[src/rtl/sal_rw_turn_ctrl.sv]
// -----------------------------------------------------------------------------
// sal_rw_turn_ctrl
//
// Read/write turnaround controller for a memory command scheduler. It decides
// whether the column-command bus currently serves reads or writes. It also
// inserts the read-to-write and write-to-read turnaround gaps between the
// two modes.
//
// Mode selection:
//   RD    : reads permitted. Switches towards writes when the write buffer is
//           high, when no reads are waiting, or when buffered writes have aged
//           out.
//   RD2WR : fixed-length gap of t_rtw_i+1 cycles, then WR.
//   WR    : writes permitted. Yields to waiting reads once the buffer has
//           drained to the low watermark or a full write burst has issued.
//   WR2RD : fixed-length gap of t_wtr_i+1 cycles, then RD.
//
// Ports:
//   clk         clock, all state updates on the rising edge
//   rst         synchronous active-high reset
//   wr_cnt_i    complete write transactions buffered (5-bit unsigned)
//   rd_req_i    at least one read request pending
//   rd_issue_i  read column command issued this cycle
//   wr_issue_i  write column command issued this cycle
//   t_rtw_i     read-to-write turnaround cycles
//   t_wtr_i     write-to-read turnaround cycles
//   rd_en_o     read column commands permitted (state RD only)
//   wr_en_o     write column commands permitted (state WR only)
//   mode_o      current state: 0 RD, 1 RD2WR, 2 WR, 3 WR2RD
//   err_o       sticky flag: an issue happened while it was not permitted
// -----------------------------------------------------------------------------
module sal_rw_turn_ctrl #(
    parameter int HI_WM        = 6,
    parameter int LO_WM        = 2,
    parameter int WR_BURST_MAX = 8,
    parameter int AGE_MAX      = 64
) (
    input  logic       clk,
    input  logic       rst,
    input  logic [4:0] wr_cnt_i,
    input  logic       rd_req_i,
    input  logic       rd_issue_i,
    input  logic       wr_issue_i,
    input  logic [3:0] t_rtw_i,
    input  logic [3:0] t_wtr_i,
    output logic       rd_en_o,
    output logic       wr_en_o,
    output logic [1:0] mode_o,
    output logic       err_o
);

    // Parameter sanity: the watermarks must fit the 5-bit count and be ordered,
    // and the limits must fit their counters.
    generate
        if (!(LO_WM >= 0 && LO_WM < HI_WM && HI_WM <= 31)) begin : g_bad_wm
            $error("sal_rw_turn_ctrl: need 0 <= LO_WM < HI_WM <= 31");
        end
        if (!(WR_BURST_MAX >= 1 && WR_BURST_MAX <= 15)) begin : g_bad_burst
            $error("sal_rw_turn_ctrl: WR_BURST_MAX must be 1..15");
        end
        if (!(AGE_MAX >= 1 && AGE_MAX <= 128)) begin : g_bad_age
            $error("sal_rw_turn_ctrl: AGE_MAX must be 1..128");
        end
    endgenerate

    localparam logic [4:0] HI_WM_C   = 5'(HI_WM);
    localparam logic [4:0] LO_WM_C   = 5'(LO_WM);
    localparam logic [3:0] BURST_LIM = 4'(WR_BURST_MAX);
    localparam logic [6:0] AGE_LIM   = 7'(AGE_MAX - 1);

    typedef enum logic [1:0] {
        ST_RD    = 2'd0,
        ST_RD2WR = 2'd1,
        ST_WR    = 2'd2,
        ST_WR2RD = 2'd3
    } state_t;

    state_t     state;
    state_t     state_nxt;
    logic [6:0] age_cnt;
    logic [3:0] burst_cnt;
    logic [3:0] turn_cnt;

    logic wr_pending;
    logic go_wr;
    logic go_rd;
    logic bad_issue;

    assign wr_pending = (wr_cnt_i != 5'd0);

    // Any one of these pulls read mode over to writes.
    assign go_wr = (wr_cnt_i >= HI_WM_C)
                || (!rd_req_i && wr_pending)
                || ((age_cnt == AGE_LIM) && wr_pending);

    // Write mode only yields when someone is actually waiting to read.
    assign go_rd = rd_req_i && ((wr_cnt_i <= LO_WM_C) || (burst_cnt >= BURST_LIM));

    // An issue is judged against the state it happened in, so an issue on the
    // cycle a transition is decided is still legal.
    assign bad_issue = (rd_issue_i && (state != ST_RD))
                    || (wr_issue_i && (state != ST_WR));

    // NOTE: state registers use non-blocking assignments so every flop samples
    // the pre-edge values of its peers; blocking here would create races.
    always_ff @(posedge clk) begin
        if (rst) begin
            state <= ST_RD;
        end else begin
            state <= state_nxt;
        end
    end

    // NOTE: every output of this block gets a default first, so no path can
    // leave a signal unassigned and infer a latch.
    always_comb begin
        state_nxt = state;
        rd_en_o   = 1'b0;
        wr_en_o   = 1'b0;
        unique case (state)
            ST_RD: begin
                rd_en_o = 1'b1;
                if (go_wr) state_nxt = ST_RD2WR;
            end
            ST_RD2WR: begin
                if (turn_cnt == 4'd0) state_nxt = ST_WR;
            end
            ST_WR: begin
                wr_en_o = 1'b1;
                if (go_rd) state_nxt = ST_WR2RD;
            end
            ST_WR2RD: begin
                if (turn_cnt == 4'd0) state_nxt = ST_RD;
            end
            default: state_nxt = ST_RD;
        endcase
    end

    assign mode_o = state;

    // Turnaround length is captured on entry, so later changes of the timing
    // inputs cannot stretch or shorten a gap already in progress.
    always_ff @(posedge clk) begin
        if (rst) begin
            turn_cnt <= 4'd0;
        end else if (state == ST_RD && state_nxt == ST_RD2WR) begin
            turn_cnt <= t_rtw_i;
        end else if (state == ST_WR && state_nxt == ST_WR2RD) begin
            turn_cnt <= t_wtr_i;
        end else if ((state == ST_RD2WR || state == ST_WR2RD) && turn_cnt != 4'd0) begin
            turn_cnt <= turn_cnt - 4'd1;
        end
    end

    // Age of buffered writes while reads are being served.
    always_ff @(posedge clk) begin
        if (rst) begin
            age_cnt <= 7'd0;
        end else if (state != ST_RD || state_nxt != ST_RD || !wr_pending) begin
            age_cnt <= 7'd0;
        end else if (age_cnt < AGE_LIM) begin
            age_cnt <= age_cnt + 7'd1;
        end
    end

    // Writes issued in the current write mode.
    always_ff @(posedge clk) begin
        if (rst) begin
            burst_cnt <= 4'd0;
        end else if (state != ST_WR && state_nxt == ST_WR) begin
            burst_cnt <= 4'd0;
        end else if (state == ST_WR && wr_issue_i && burst_cnt < BURST_LIM) begin
            burst_cnt <= burst_cnt + 4'd1;
        end
    end

    always_ff @(posedge clk) begin
        if (rst) begin
            err_o <= 1'b0;
        end else if (bad_issue) begin
            err_o <= 1'b1;
        end
    end

endmodule

[config.mk]
export PLATFORM = sky130hd
export DESIGN_NAME = sal_rw_turn_ctrl
export DESIGN_NICKNAME = d
export VERILOG_FILES = /design/src/rtl/sal_rw_turn_ctrl.sv
export SDC_FILE = /design/constraint.sdc
export NUM_CORES = 1
export LEC_CHECK = 0
export CORE_MARGIN = 2
export CORE_UTILIZATION = 52
export CTS_CLUSTER_DIAMETER = 40
export DETAILED_ROUTE_END_ITERATION = 16
export GPL_ROUTABILITY_DRIVEN = 0
export GPL_TIMING_DRIVEN = 0
export PLACE_DENSITY_LB_ADDON = 0.25
export RECOVER_POWER = 100
export SLEW_MARGIN = 20
export SYNTH_ARGS = -nofsm -noshare
export SYNTH_HDL_FRONTEND = slang
export SYNTH_SLANG_ARGS = --single-unit
[constraint.sdc]
create_clock -name clk -period 3.55 [get_ports clk]
set_input_delay 0.5325 -clock clk [delete_from_list [all_inputs] [get_ports clk]]
set_output_delay 0.5325 -clock clk [all_outputs]
set_load 0.01 [all_outputs]
Word level (Yosys, flattened, before mapping)
Cells that the tools add are included.
- $add $sub $neg: 3
- order comparisons: 5
- eq/ne operators: 8
- mux-type cells: 10
- reductions and logical operators: 29
- operators by type and width (cell ; number):
    $mux W4 ; 3
    $logic_and A1 B1 Y1 ; 11
    $eq A2 B2 Y1 const B ; 4
    $mux W2 ; 4
    $pmux W2 S4 ; 1
    $add A7 B1 Y7 const B ; 1
    $eq A7 B6 Y1 const B ; 1
    $logic_or A1 B1 Y1 ; 7
    $lt A7 B6 Y1 const B ; 1
    $ge A5 B3 Y1 const B ; 1
    $le A5 B2 Y1 const B ; 1
    $reduce_bool A5 Y1 ; 1
    $add A4 B1 Y4 const B ; 1
    $eq A2 B1 Y1 const B ; 2
    $ge A4 B4 Y1 const B ; 1
    $logic_not A4 Y1 ; 1
    $lt A4 B4 Y1 const B ; 1
    $reduce_bool A2 Y1 ; 2
    $reduce_bool A4 Y1 ; 1
    $reduce_or A2 Y1 ; 2
    $sub A4 B1 Y4 const B ; 1
    $reduce_bool A3 Y1 ; 1
    $logic_not A1 Y1 ; 2
    $logic_not A2 Y1 ; 1
    other kinds (2) ; 3
- flip-flop bits (word level): 18
- input bits: 18
- output and inout port bits: 5
- logic and storage cells: 60

Logic depth before layout (Yosys ltp)
- word-level depth: 10
- mapped depth: 6
- depth with buffers taken out: 6

Least setup slack after synthesis
No wires, ideal clock.
- path type: input to register
- from: in wr_cnt_i[4]
- to: reg turn_cnt[1]
- library setup time: 0.096 ns
- arrival time: 1.557 ns
- required time: 3.454 ns
- path slack: 1.897 ns
- stages on the path: 5
- buffers on the path: 0
- path through: nor3_4 -> o2111ai_4 -> and2_4 -> and2_4 -> o41ai_2
- cells in the longest elaborated chain, start to end: 10
- elaborated cells on any way between the ends: 19
- those cells by class: order compare: 2; eq/ne: 2; mux: 5; reduce/logical: 10
- ends and longest elaborated chain (what ; RTL line ; source):
    start, declared ; 40 ; input logic [4:0] wr_cnt_i,
    parallel branches: the longest is 5 deep, another holds $le A5 B2 Y1 ; -- ;
    $pmux W2 S4 * ; 120 ; unique case (state)
    $eq A2 B2 Y1 ; 148 ; end else if (state == ST_WR && state_nxt == ST_WR2RD) begin
    $logic_and A1 B1 Y1 ; 148 ;
    $mux W4 ; 148 ;
    $mux W4 ; 146 ; end else if (state == ST_RD && state_nxt == ST_RD2WR) begin
    end signal, assigned ; 147 ; turn_cnt <= t_rtw_i;
    end signal, assigned ; 149 ; turn_cnt <= t_wtr_i;
    end signal, assigned ; 151 ; turn_cnt <= turn_cnt - 4'd1;
    end, declared ; 82 ; logic [3:0] turn_cnt;
Every way passes the cells marked *.
A chain may end at the register's enable or synchronous reset.

Final worst setup path
- from: reg state[0] (netlist: mode_o[0])
- to: out rd_en_o
- cells in the longest elaborated chain, start to end: 2
- ends and longest elaborated chain (what ; RTL line ; source):
    start, declared ; 78 ; state_t state;
    start signal, assigned ; 110 ; state <= state_nxt;
    $logic_not A2 Y1 ; 120 ;
    $mux W1 ; 120 ;
    end, declared ; 46 ; output logic rd_en_o,
Every way passes these cells.

==> results by group <==
Synth
  • Synth Area in Simple Gates: 0.282
  • Asr flop ratio synth: 0
  • Main combinational cell family by area after synthesis: simple AND/OR/NAND/NOR gates
  • Post-synth EDFFs: 0
  • Area fraction in compound gates after synthesis: 0.208
  • YS warnings: 0
  • Post-synthesis xor/xnor area fraction: 0.0606
  • Synthesized area: 1010 sq um
  • Sequential cell area fraction in the yosys report: 0.356
  • Register bit count reported by yosys: 18
  • Mux cell area share after synthesis: 0.00989
  • Average size of a mapped cell: 8.73 sq um
  • Syn Nets: 138
  • Synth Flop Type: dfxtp_1
  • Cell variety after synth: 39
  • Syn Inst Count: 116
  • Post-Synth Adder-Cell Area: 0.0494

Critical path
  • CP Class: reg -> out
  • CP bufs+invs: 3
  • Worst path depth: 4
  • Slowest stage delay, CP: 600 ps
  • Worst Setup End Kind: output port
  • Register-to-Register Path Depth: 6
  • WP data required: 3020 ps
  • Cells along the critical path: or2_2 > clkbuf_1 > inv_1 > dlygate4sd3_1
  • Crit path max-delay cell type: dlygate4sd3_1
  • Critical Path Start Type: flip-flop
  • CP arrival: 1870 ps
  • Worst-path fanout max: 10
  • Critical path's top delay family: buffers and inverters

STA
  • Max Clk Rate: 0.417 GHz
  • Fin Clk Skew: 0.870 ps
  • Final slew viol count: 0
  • Setup TNS: 0 ps
  • Final Cycle Share: 0.675
  • Fin. Hold Viols: 0
  • Worst hold slack: 476 ps
  • Final setup viols: 0
  • Worst setup margin: 1150 ps
  • Worst slew pin tran: 450 ps
  • RSZ-0062 raised after global routing: no
  • Fin crit period: 2400 ps
  • Slew headroom: 0.696

Cells and area
  • Design area: 1280 sq um
  • Commonest non-fill, non-tap cell in the layout: nor2_1
  • Ant diodes: 0
  • Area Growth Syn to Fin: 26.2%
  • Nets: 165
  • Fill cells: 137
  • Layout cell share with drive strength beyond 1: 0.0922
  • Most frequent cells in the layout: nor2_1, dfxtp_1, clkdlybuf4s50_1, nand3_1, inv_1
  • Final core occ: 0.716
  • Non-Filler Instances: 166

Status
  • Status: finished, final reports clean

CTS
  • Total CTS buffers: 3
  • Clk_lat worst skew: 280 ps
  • H-tree Lvls: 1
  • Cts hold-fix bufs: 0
  • CTS tree: built
  • Clk buf depth: 2
  • Clk sinks: 18
  • Clock transition at path regs: 100 ps
  • Root Driver: clkbuf_4
  • # resized after CTS: 0
  • Number of post-CTS setup repair buffers: 0

Power
  • Clock power share: 0.142
  • Tot Pwr: 696 uW
  • Switch Pwr: 254 uW
  • Leakage: 0.483 nW
  • Sequential share of power: 0.386
  • Sw Ratio: 0.365
  • Internal: 442 uW
  • Power per Cell Area: 545 nW/um^2
  • VDD IR-drop max: 0.416 mV
  • Logic pwr share: 0.472

Detailed routing
  • Final wirelength: 2.14 mm
  • DR WL/cell: 12.9 um
  • DR iter-0 viols: 12
  • Metal3 WL: 86 um
  • Routed length on met2: 1.07 mm
  • Top Metal Used: met4
  • Via count: 915
  • TritonRoute pass-1 iters: 4
  • Via density: 5.51
  • WL met1: 938 um
  • Post-DRT Antenna Nets: 0
  • DRC errors left: 0

Global route
  • Gr ovfl total: 0
  • Vias in the first global route: 826
  • Antenna violations before repair: 0
  • First-pass GRT wire length: 3.37 mm
  • GRT Total Usage: 0.209
  • Largest net degree at the start of global routing: 11

Floorplanning
  • CORE AREA: 1780 sq um
  • Die width: 48.1 um
  • IO Count: 23
  • Starting Density: 0.568
  • Die area: 2320 sq um
  • DIE HEIGHT: 48.1 um
  • Cell row count: 15

Place
  • Post-DP HPWL: 1.70 mm
  • Setup WS pre-CTS: 1210 ps
  • Placed Area: 1260 sq um
  • Placed cell count: 163
  • # port buffers: 22

Min path
  • Worst Hold Path Cells: 2
  • Hold Path Class: reg -> reg

Run
  • Max_cap viols: 0
[logic make-up (layout without fill, tap and decap cells)]
| kind of cell | Yosys count | in the layout |
|---|---|---|
| XOR/XNOR | 7 | 7 |
| AND/OR/NAND/NOR | 52 | 52 |
| multiplexers | 1 | 1 |
| adder cells (fa/ha/maj) | 4 | 4 |
| flip-flops | 18 | 18 |
| buffers and inverters | 9 | 34 |
| AO/OA/AOI/OAI | 25 | 25 |
[worst reg2reg max path, stage by stage (launching register included)]
cell and delay [ps]:
dfxtp_1 350, ha_1 220, nand2_1 120, o31ai_1 90, a21oi_1 380, nand2_1 210, a221oi_1 370
[path summary, 6_finish.rpt]
| path | start | endpoint | slack [ps] |
|---|---|---|---|
| max | mode_o[0] | rd_en_o | 1150 |
| min | err_o | err_o | 480 |
| max reg2reg | age_cnt[0] | turn_cnt[3] | 1710 |
| min reg2reg | err_o | err_o | 480 |
[flip-flops by register name (all words and copies together) (netlist names)]
name / count
mode_o: 2
burst_cnt: 4
age_cnt: 7
turn_cnt: 4
err_o: 1
[cell type report]
type / instances / area, sq um / area share
Buffer: 2 / 7.51 / 0.00588
Clock buffer: 3 / 22.5 / 0.0176
Inverter: 7 / 26.3 / 0.0206
Multi-Input combinational cell: 89 / 609 / 0.477
Sequential cell: 18 / 360 / 0.282
Tap cell: 25 / 31.3 / 0.0245
Timing Repair Buffer: 22 / 220 / 0.172
[metal layers]
layer	track usage	up-vias
met1	0.237	415
met4	0.0919	0
met3	0.0444	6
met5	0	-
met2	0.376	25
li1	-	469
[synth_stat cells, types with 2 or more instances]
library cell / instances / share of area
nor2_1: 20 / 0.074
dfxtp_1: 18 / 0.36
nand3_1: 8 / 0.040
inv_1: 7 / 0.026
nand2_1: 6 / 0.022
a21oi_1: 4 / 0.020
ha_1: 4 / 0.049
xnor2_1: 4 / 0.035
o21ai_0: 3 / 0.015
xor2_1: 3 / 0.026
a211oi_1: 2 / 0.015
a221oi_1: 2 / 0.017
a31oi_1: 2 / 0.012
and2_4: 2 / 0.017
and3_1: 2 / 0.012
and3b_2: 2 / 0.020
nor3_1: 2 / 0.0099
nor3b_1: 2 / 0.015
o21bai_1: 2 / 0.015
o221ai_1: 2 / 0.017
[power groups by stage]
| stage | clock (mW) | combinational, mW | sequential, mW |
|---|---|---|---|
| after global placement | 0 | 0.333 | 0.271 |
| final | 0.0991 | 0.328 | 0.268 |
| after global routing | 0.108 | 0.368 | 0.273 |
| after CTS | 0.102 | 0.349 | 0.267 |
| after floorplan | 0 | 0.242 | 0.269 |
| after detailed placement | 0 | 0.347 | 0.272 |
Power figures use the tool's default switching activity.
